--- config.mk ---
export PLATFORM = sky130hd
export DESIGN_NAME = tdm_demux
export DESIGN_NICKNAME = d
export VERILOG_FILES = /design/src/rtl/tdm_pkg.sv /design/src/rtl/tdm_slot_sipo.sv /design/src/rtl/tdm_demux.sv
export SDC_FILE = /design/constraint.sdc
export NUM_CORES = 1
export LEC_CHECK = 0
export CAP_MARGIN = 25
export CORE_ASPECT_RATIO = 1.2
export CORE_MARGIN = 10
export CORE_UTILIZATION = 45
export CTS_CLUSTER_SIZE = 12
export DETAILED_ROUTE_END_ITERATION = 10
export GPL_TIMING_DRIVEN = 0
export MAX_ROUTING_LAYER = met4
export PLACE_DENSITY = 0.71
export SYNTH_ARGS = -nofsm -noshare
export SYNTH_HDL_FRONTEND = slang
export SYNTH_SLANG_ARGS = --single-unit
--- constraint.sdc ---
create_clock -name clk -period 3.1 [get_ports clk]
set_input_delay 0.31 -clock clk [delete_from_list [all_inputs] [get_ports clk]]
set_output_delay 0.31 -clock clk [all_outputs]
set_load 0.02 [all_outputs]
--- src/rtl/tdm_pkg.sv ---
// Shared types and default sizing for the TDM demultiplexer.
// Parity framing is selected at build time with TDM_DEMUX_PARITY_EN.
package tdm_pkg;

    localparam int unsigned NchDefault = 4;
    localparam int unsigned WDefault   = 8;

    typedef enum logic {
        StHunt,
        StRun
    } tdm_state_e;

endpackage

--- src/rtl/tdm_slot_sipo.sv ---
// W-bit serial-in parallel-out shift register, MSB arrives first.
module tdm_slot_sipo #(
    parameter int unsigned W = 8
) (
    input  logic         clk,
    input  logic         rst_n,
    input  logic         shift_en,
    input  logic         din,
    output logic [W-1:0] q
);

    always_ff @(posedge clk or negedge rst_n) begin
        if (!rst_n) begin
            q <= '0;
        end else if (shift_en) begin
            // Cast drops the oldest bit; also valid for W = 1
            q <= W'({q, din});
        end
    end

endmodule

--- src/rtl/tdm_demux.sv ---
// Serial TDM frame demultiplexer: hunts for fsync, then splits each frame into NCH W-bit slots.
// Define TDM_DEMUX_PARITY_EN to add a trailing even-parity bit per frame.
module tdm_demux
    import tdm_pkg::*;
#(
    parameter int unsigned NCH = NchDefault,
    parameter int unsigned W   = WDefault
) (
    input  logic             clk,
    input  logic             rst_n,
    input  logic             sdi,
    input  logic             sdi_en,
    input  logic             fsync,
    output logic [NCH*W-1:0] ch_data,
    output logic [NCH-1:0]   ch_strobe,
    output logic             frame_valid,
    output logic             sync_err,
    output logic             par_err
);

    localparam int unsigned BW = (W > 1) ? $clog2(W) : 1;
    localparam int unsigned SW = $clog2(NCH + 1);
`ifdef TDM_DEMUX_PARITY_EN
    localparam bit ParityEn = 1'b1;
`else
    localparam bit ParityEn = 1'b0;
`endif

    tdm_state_e       state_q;
    logic [BW-1:0]    bit_q, cur_bit;
    logic [SW-1:0]    slot_q, cur_slot;
    logic [NCH*W-1:0] ch_data_q;
    logic [NCH-1:0]   ch_strobe_q;
    logic             frame_valid_q, sync_err_q;
    logic [W-1:0]     sipo_q, word;
    logic             take, restart, err, go_hunt, par_phase, last_bit, shift_en;
`ifdef TDM_DEMUX_PARITY_EN
    logic             par_acc_q, par_err_q;
`endif

    tdm_slot_sipo #(
        .W (W)
    ) u_sipo (
        .clk      (clk),
        .rst_n    (rst_n),
        .shift_en (shift_en),
        .din      (sdi),
        .q        (sipo_q)
    );

    always_comb begin
        take    = 1'b0;
        restart = 1'b0;
        err     = 1'b0;
        go_hunt = 1'b0;
        if (sdi_en) begin
            if (state_q == StHunt) begin
                take    = fsync;
                restart = fsync;
            end else if (bit_q == '0 && slot_q == '0) begin
                // Frame boundary: only an fsync-marked bit may continue
                if (fsync) begin
                    take    = 1'b1;
                    restart = 1'b1;
                end else begin
                    err     = 1'b1;
                    go_hunt = 1'b1;
                end
            end else begin
                take    = 1'b1;
                err     = fsync;
                restart = fsync;
            end
        end
        cur_bit   = restart ? '0 : bit_q;
        cur_slot  = restart ? '0 : slot_q;
        par_phase = ParityEn && (cur_slot == SW'(NCH));
        last_bit  = (cur_bit == BW'(W - 1));
        shift_en  = take && !par_phase;
        // Completed slot word includes the bit arriving this cycle
        word      = W'({sipo_q, sdi});
    end

    always_ff @(posedge clk or negedge rst_n) begin
        if (!rst_n) begin
            state_q       <= StHunt;
            bit_q         <= '0;
            slot_q        <= '0;
            ch_data_q     <= '0;
            ch_strobe_q   <= '0;
            frame_valid_q <= 1'b0;
            sync_err_q    <= 1'b0;
`ifdef TDM_DEMUX_PARITY_EN
            par_acc_q     <= 1'b0;
            par_err_q     <= 1'b0;
`endif
        end else begin
            ch_strobe_q   <= '0;
            frame_valid_q <= 1'b0;
            sync_err_q    <= err;
`ifdef TDM_DEMUX_PARITY_EN
            par_err_q     <= 1'b0;
`endif
            if (go_hunt) begin
                state_q <= StHunt;
            end
            if (take) begin
                state_q <= StRun;
                if (par_phase) begin
                    frame_valid_q <= 1'b1;
                    bit_q         <= '0;
                    slot_q        <= '0;
`ifdef TDM_DEMUX_PARITY_EN
                    par_err_q     <= sdi ^ par_acc_q;
`endif
                end else begin
`ifdef TDM_DEMUX_PARITY_EN
                    par_acc_q <= (restart ? 1'b0 : par_acc_q) ^ sdi;
`endif
                    if (last_bit) begin
                        bit_q <= '0;
                        for (int k = 0; k < NCH; k++) begin
                            if (cur_slot == SW'(k)) begin
                                ch_data_q[k*W +: W] <= word;
                                ch_strobe_q[k]      <= 1'b1;
                            end
                        end
                        if (!ParityEn && cur_slot == SW'(NCH - 1)) begin
                            frame_valid_q <= 1'b1;
                            slot_q        <= '0;
                        end else begin
                            slot_q <= cur_slot + SW'(1);
                        end
                    end else begin
                        bit_q  <= cur_bit + BW'(1);
                        slot_q <= cur_slot;
                    end
                end
            end
        end
    end

    assign ch_data     = ch_data_q;
    assign ch_strobe   = ch_strobe_q;
    assign frame_valid = frame_valid_q;
    assign sync_err    = sync_err_q;
`ifdef TDM_DEMUX_PARITY_EN
    assign par_err     = par_err_q;
`else
    assign par_err     = 1'b0;
`endif

endmodule

Yosys cells after proc, flatten, opt, wreduce, memory -nomap -nowiden
Cells that the tools add are included. Widths: inputs -> output; s select.

Output and inout bits: 39. Register bits: 52. Word-level logic and storage cells: 55. Input port bits: 5.

Reductions and logical operators: 9. $add $sub $neg: 2. Equal/unequal tests: 4. Multiplexer cells: 29.

Operators with widths (number): $mux 1 (22); $mux 3 (5); $reduce_and 3->1 (4); $logic_not 3->1 (3); $mux 4 (2); $add 3x1->3 const B (2); $eq 3x2->1 const B (2); $eq 3x1->1 const B (1); $eq 3x3->1 const B (1); $reduce_bool 2->1 (1); $logic_and 1x1->1 (1).

Logic depth before layout (Yosys ltp)
Word-level depth: 10. Depth in mapped cells: 9.

Cells and area by module
From an unflattened synthesis, not the netlist that was laid out.

Cell total of the unflattened synthesis: 147. Area total of the unflattened synthesis: 2237.1 um2.

Modules (own cells, without submodules): tdm_demux (sequential area each 1101.1 um2, cells each 130, times used 1, area an instance 1905.6 um2); tdm_slot_sipo (sequential area each 200.2 um2, cells each 17, times used 1, area an instance 331.6 um2).

Worst setup path after synthesis
No wires, ideal clock.

Path type: in2reg. Start: in fsync. End: reg ch_data_q[0] (netlist: ch_data[0]). Setup slack: 0.958 ns. Path buffers: 2. Stages on the path: 9. Arrival time: 2.018 ns. Path through: buf_4 -> nand2_1 -> and2_1 -> ha_1 -> ha_1 -> and2_1 -> buf_4 -> o2111ai_4 -> mux2_2.

Cells in the longest elaborated chain, start to end: 7. Elaborated cells between the ends (all ways): 12. Those cells by class: eq/ne: 1; mux: 9; reduce/logical: 2.

Ends and longest elaborated chain: from (decl) (RTL line tdm_demux.sv:13) `input logic fsync,`; $mux 1 (RTL line tdm_demux.sv:62) `if (fsync) begin`; $mux 1 (RTL line tdm_demux.sv:60) `end else if (bit_q == '0 && slot_q == '0) begin`; $mux 1 (RTL line tdm_demux.sv:57) `if (state_q == StHunt) begin`; $mux 1 (RTL line tdm_demux.sv:56) `if (sdi_en) begin`; $mux 3 (on tied branches) (RTL line tdm_demux.sv:75, tdm_demux.sv:76); $eq 3x3->1 / $logic_not 3->1 (equally long branches) (RTL line tdm_demux.sv:78, tdm_demux.sv:123); $reduce_and 3->1 (no line) *; to (signal, indexed assignment) (RTL line tdm_demux.sv:124) `ch_data_q[k*W +: W] <= word;`; to (decl) (RTL line tdm_demux.sv:32) `logic [NCH*W-1:0] ch_data_q;`.

Every way passes the cells marked *; elsewhere a longest branch is shown, timed or not. A chain may end at the register's enable or synchronous reset.

Final worst setup path
Start: in sdi_en. End: reg ch_data_q[13] (netlist: ch_data[13]).

Cells in the longest elaborated chain, start to end: 4. Elaborated cells between the ends (all ways): 7. Those cells by class: eq/ne: 2; mux: 4; reduce/logical: 1.

Ends and longest elaborated chain: from (decl) (RTL line tdm_demux.sv:12) `input logic sdi_en,`; $mux 1 (RTL line tdm_demux.sv:56); $mux 3 (on tied branches) (RTL line tdm_demux.sv:75, tdm_demux.sv:76); $eq 3x3->1 / $eq 3x1->1 (equally long branches) (RTL line tdm_demux.sv:78, tdm_demux.sv:123); $reduce_and 3->1 (no line) *.

Marks and branches as above.

==> metrics.txt <==
number of remaining DRC errors 0; non-filler cells, final 253; Syn Std Cell Area 2170 um2; slowest CP cell clkdlybuf4s50_1; max-cap viol count 0; relative slew slack 0.629; RR Startpoint slot_q[1]; Synthesized Nets 156; clock-pin slew on the worst setup and hold paths 0.09 ns; final worst path period need 2.48 ns; clock skew 0.00902 ns; r2r setup slk 0.73 ns; area growth from synthesis to layout 28.6%; routed length per instance 16.6 um; I/O Buffers 41; Worst Setup End Kind flip-flop; TritonCTS clock tree built; RSZ-0062 raised after global routing false; worst setup path endpoint ch_data[13]; clk_lat worst skew 0.30 ns; Worst R2R Path Depth 6; start point of the critical path sdi_en; Worst EP required 3.29 ns; Post-synth ARST share 1.00; number of global-route vias before repair 1422; CP Buf/Inv Count 2; initial antenna violation count 0; clock buffer depth 2; status complete, no violations; ys flop type dfrtp_1; initial core utilization 0.468; 1st-pass router iterations 4; Hold WC Path Type flip-flop to flip-flop; maximum vdd ir drop 0.398 mV; CTS buffer count 5; share of layout cells above drive strength 1 0.297; Ys Warns 0; sequential element share of the synthesized area 0.589; CTS resizes 0; CP startpoint kind primary input; Post-synth EDFFs 0; row cnt 27; mean post-synth cell area 15.0 um2; routed vias/inst 5.00; Setup CP Type primary input to flip-flop; cell taking the most area after synthesis dfrtp_1; Final Hold Viols 0; CORE AREA 4630 um2; area share of the largest cell type after synthesis 0.589; Leakage 1.34 nW; H-tree depth 2; Final Setup Violations 0; post-synthesis cell type count 23; pin count of the biggest net entering global routing 29; GRT overflow 0; largest delay contributor family on the critical path buffers and inverters; Synth Instances 144; Yosys reg bits 51; Area contributors post-synth dfrtp_1 (59%), mux2_2 (20%), o2111ai_4 (4.8%); die area 8000 um2; placed insts 244; drt total wl 4.21 mm; CTS sink cnt 51; dpl hpwl 3.25 mm; first-pass GRT wire length 7.24 mm; crit-path cells clkdlybuf4s50_1, nand2_1, and2_1, ha_1, ha_1, and2_1, buf_4, o2111ai_4, mux2_2; largest stage delay on the critical path 0.60 ns; Root Driver clkbuf_8; Setup TNS 0 ns; most common cell in the netlist dfrtp_1; synth cell count leaders dfrtp_1 (51), mux2_2 (38), inv_1 (8); Pwr Density 641 nW/um2; FF-to-FF End ch_data[13]; critical path arrival 2.66 ns; max frequency 0.404 GHz; stages on the worst setup path 9; fin crit share 0.799; violation count after the first detailed-route iteration 56; Die Wd 83.4 um; Slew Viols, Final 0; diode count 0; Final nets 206; # IOs 44; GP Congestion 0.792; Worst Tran Pin Value 0.557 ns; post-route antenna net violation count 0; height of the die 96.0 um; all-layer global routing usage 0.115; detailed-route via count 1266; Crit Path Max Fanout 9
==> cell families (layout without fill, tap and decap cells) <==
| kind of cell | count (synthesis) | after routing | synth area share |
|---|---|---|---|
| flip-flops | 51 | 51 | 0.589 |
| multiplexers | 42 | 42 | 0.218 |
| AND/OR/NAND/NOR | 16 | 16 | 0.0381 |
| buffers and inverters | 14 | 65 | 0.0335 |
| AO/OA/AOI/OAI | 13 | 13 | 0.0791 |
| adder cells (fa/ha/maj) | 7 | 7 | 0.0404 |
| other | 1 | 1 | 0.00173 |
==> timing repair <==
action | in CTS | in global routing
buffers inserted | 0 | 0
endpoints found under the hold margin | 1 | 0
hold buffers | 1 | 0
==> cell type report <==
type                       count  area, um2
buffer                         6       42.5
clock buffer                   6       72.6
clock inverter                 2       38.8
fill                         360       1840
inverter                       8       30.0
multi-input combinational     79        818
sequential                    51       1280
tap                           58       72.6
timing repair buffer          43        435
==> per-stage QoR <==
step / total power, mW / cell area, um2 / utilization / hold WS, ns / setup slack (ns)
6_report: 1.79 / 2790 / 0.602 / 0.503 / 0.624
5_1_grt: 1.91 / 2790 / 0.602 / 0.520 / 0.462
4_1_cts: 1.82 / 2790 / 0.602 / 0.499 / 0.613
3_5_place_dp: 1.36 / 2670 / 0.576 / 0.332 / 0.312
3_3_place_gp: 1.33 / 2650 / 0.573 / 0.473 / 0.380
2_1_floorplan: 1.16 / 2170 / - / 0.0144 / 0.958
==> state kept, by name (all words and copies together), names as in the netlist <==
| name | count |
|---|---|
| slot_q | 3 |
| sync_err | 1 |
| u_sipo.q | 7 |
| ch_strobe | 4 |
| ch_data | 32 |
| state_q | 1 |
| bit_q | 3 |
==> power breakdown <==
group / internal [mW] / leakage (nW) / switching (mW) / total, mW
Combinational: 0.234 / 0.602 / 0.211 / 0.445
Clock: 0.244 / 0.0558 / 0.206 / 0.450
Sequential: 0.784 / 0.685 / 0.108 / 0.892
Total: 1.26 / 1.34 / 0.525 / 1.79
==> cell usage in the layout (no fill, tap or decap), types with 2 or more instances in the layout <==
| cell | instances |
|---|---|
| o21ai_0 | 2 |
| buf_4 | 5 |
| clkdlybuf4s50_1 | 40 |
| dfrtp_1 | 51 |
| mux2_2 | 38 |
| o2111ai_4 | 4 |
| nor2b_1 | 3 |
| clkbuf_8 | 5 |
| ha_1 | 7 |
| nand2_1 | 6 |
| inv_1 | 8 |
| and2_1 | 4 |
| mux2_1 | 4 |
| buf_2 | 2 |
==> worst min path at each step <==
stage                      from     endpoint  slack, ns  cells after the start
floorplan                 rst_n     bit_q[0]       0.01                      0
global placement     ch_data[7]   ch_data[7]       0.47                      1
detailed placement        rst_n  ch_data[12]       0.33                      1
CTS                       fsync     sync_err       0.50                      4
global route        ch_data[31]  ch_data[31]       0.52                      1
finish              ch_data[31]  ch_data[31]       0.50                      1
==> routing by layer <==
metal	track usage	routed length, um	up-vias
met5	-	0	-
met4	0.0341	38	0
met3	0.0414	291	4
met2	0.200	2220	38
met1	0.122	1660	618
li1	-	-	606
Note: power is estimated with default switching activity, not from simulation.
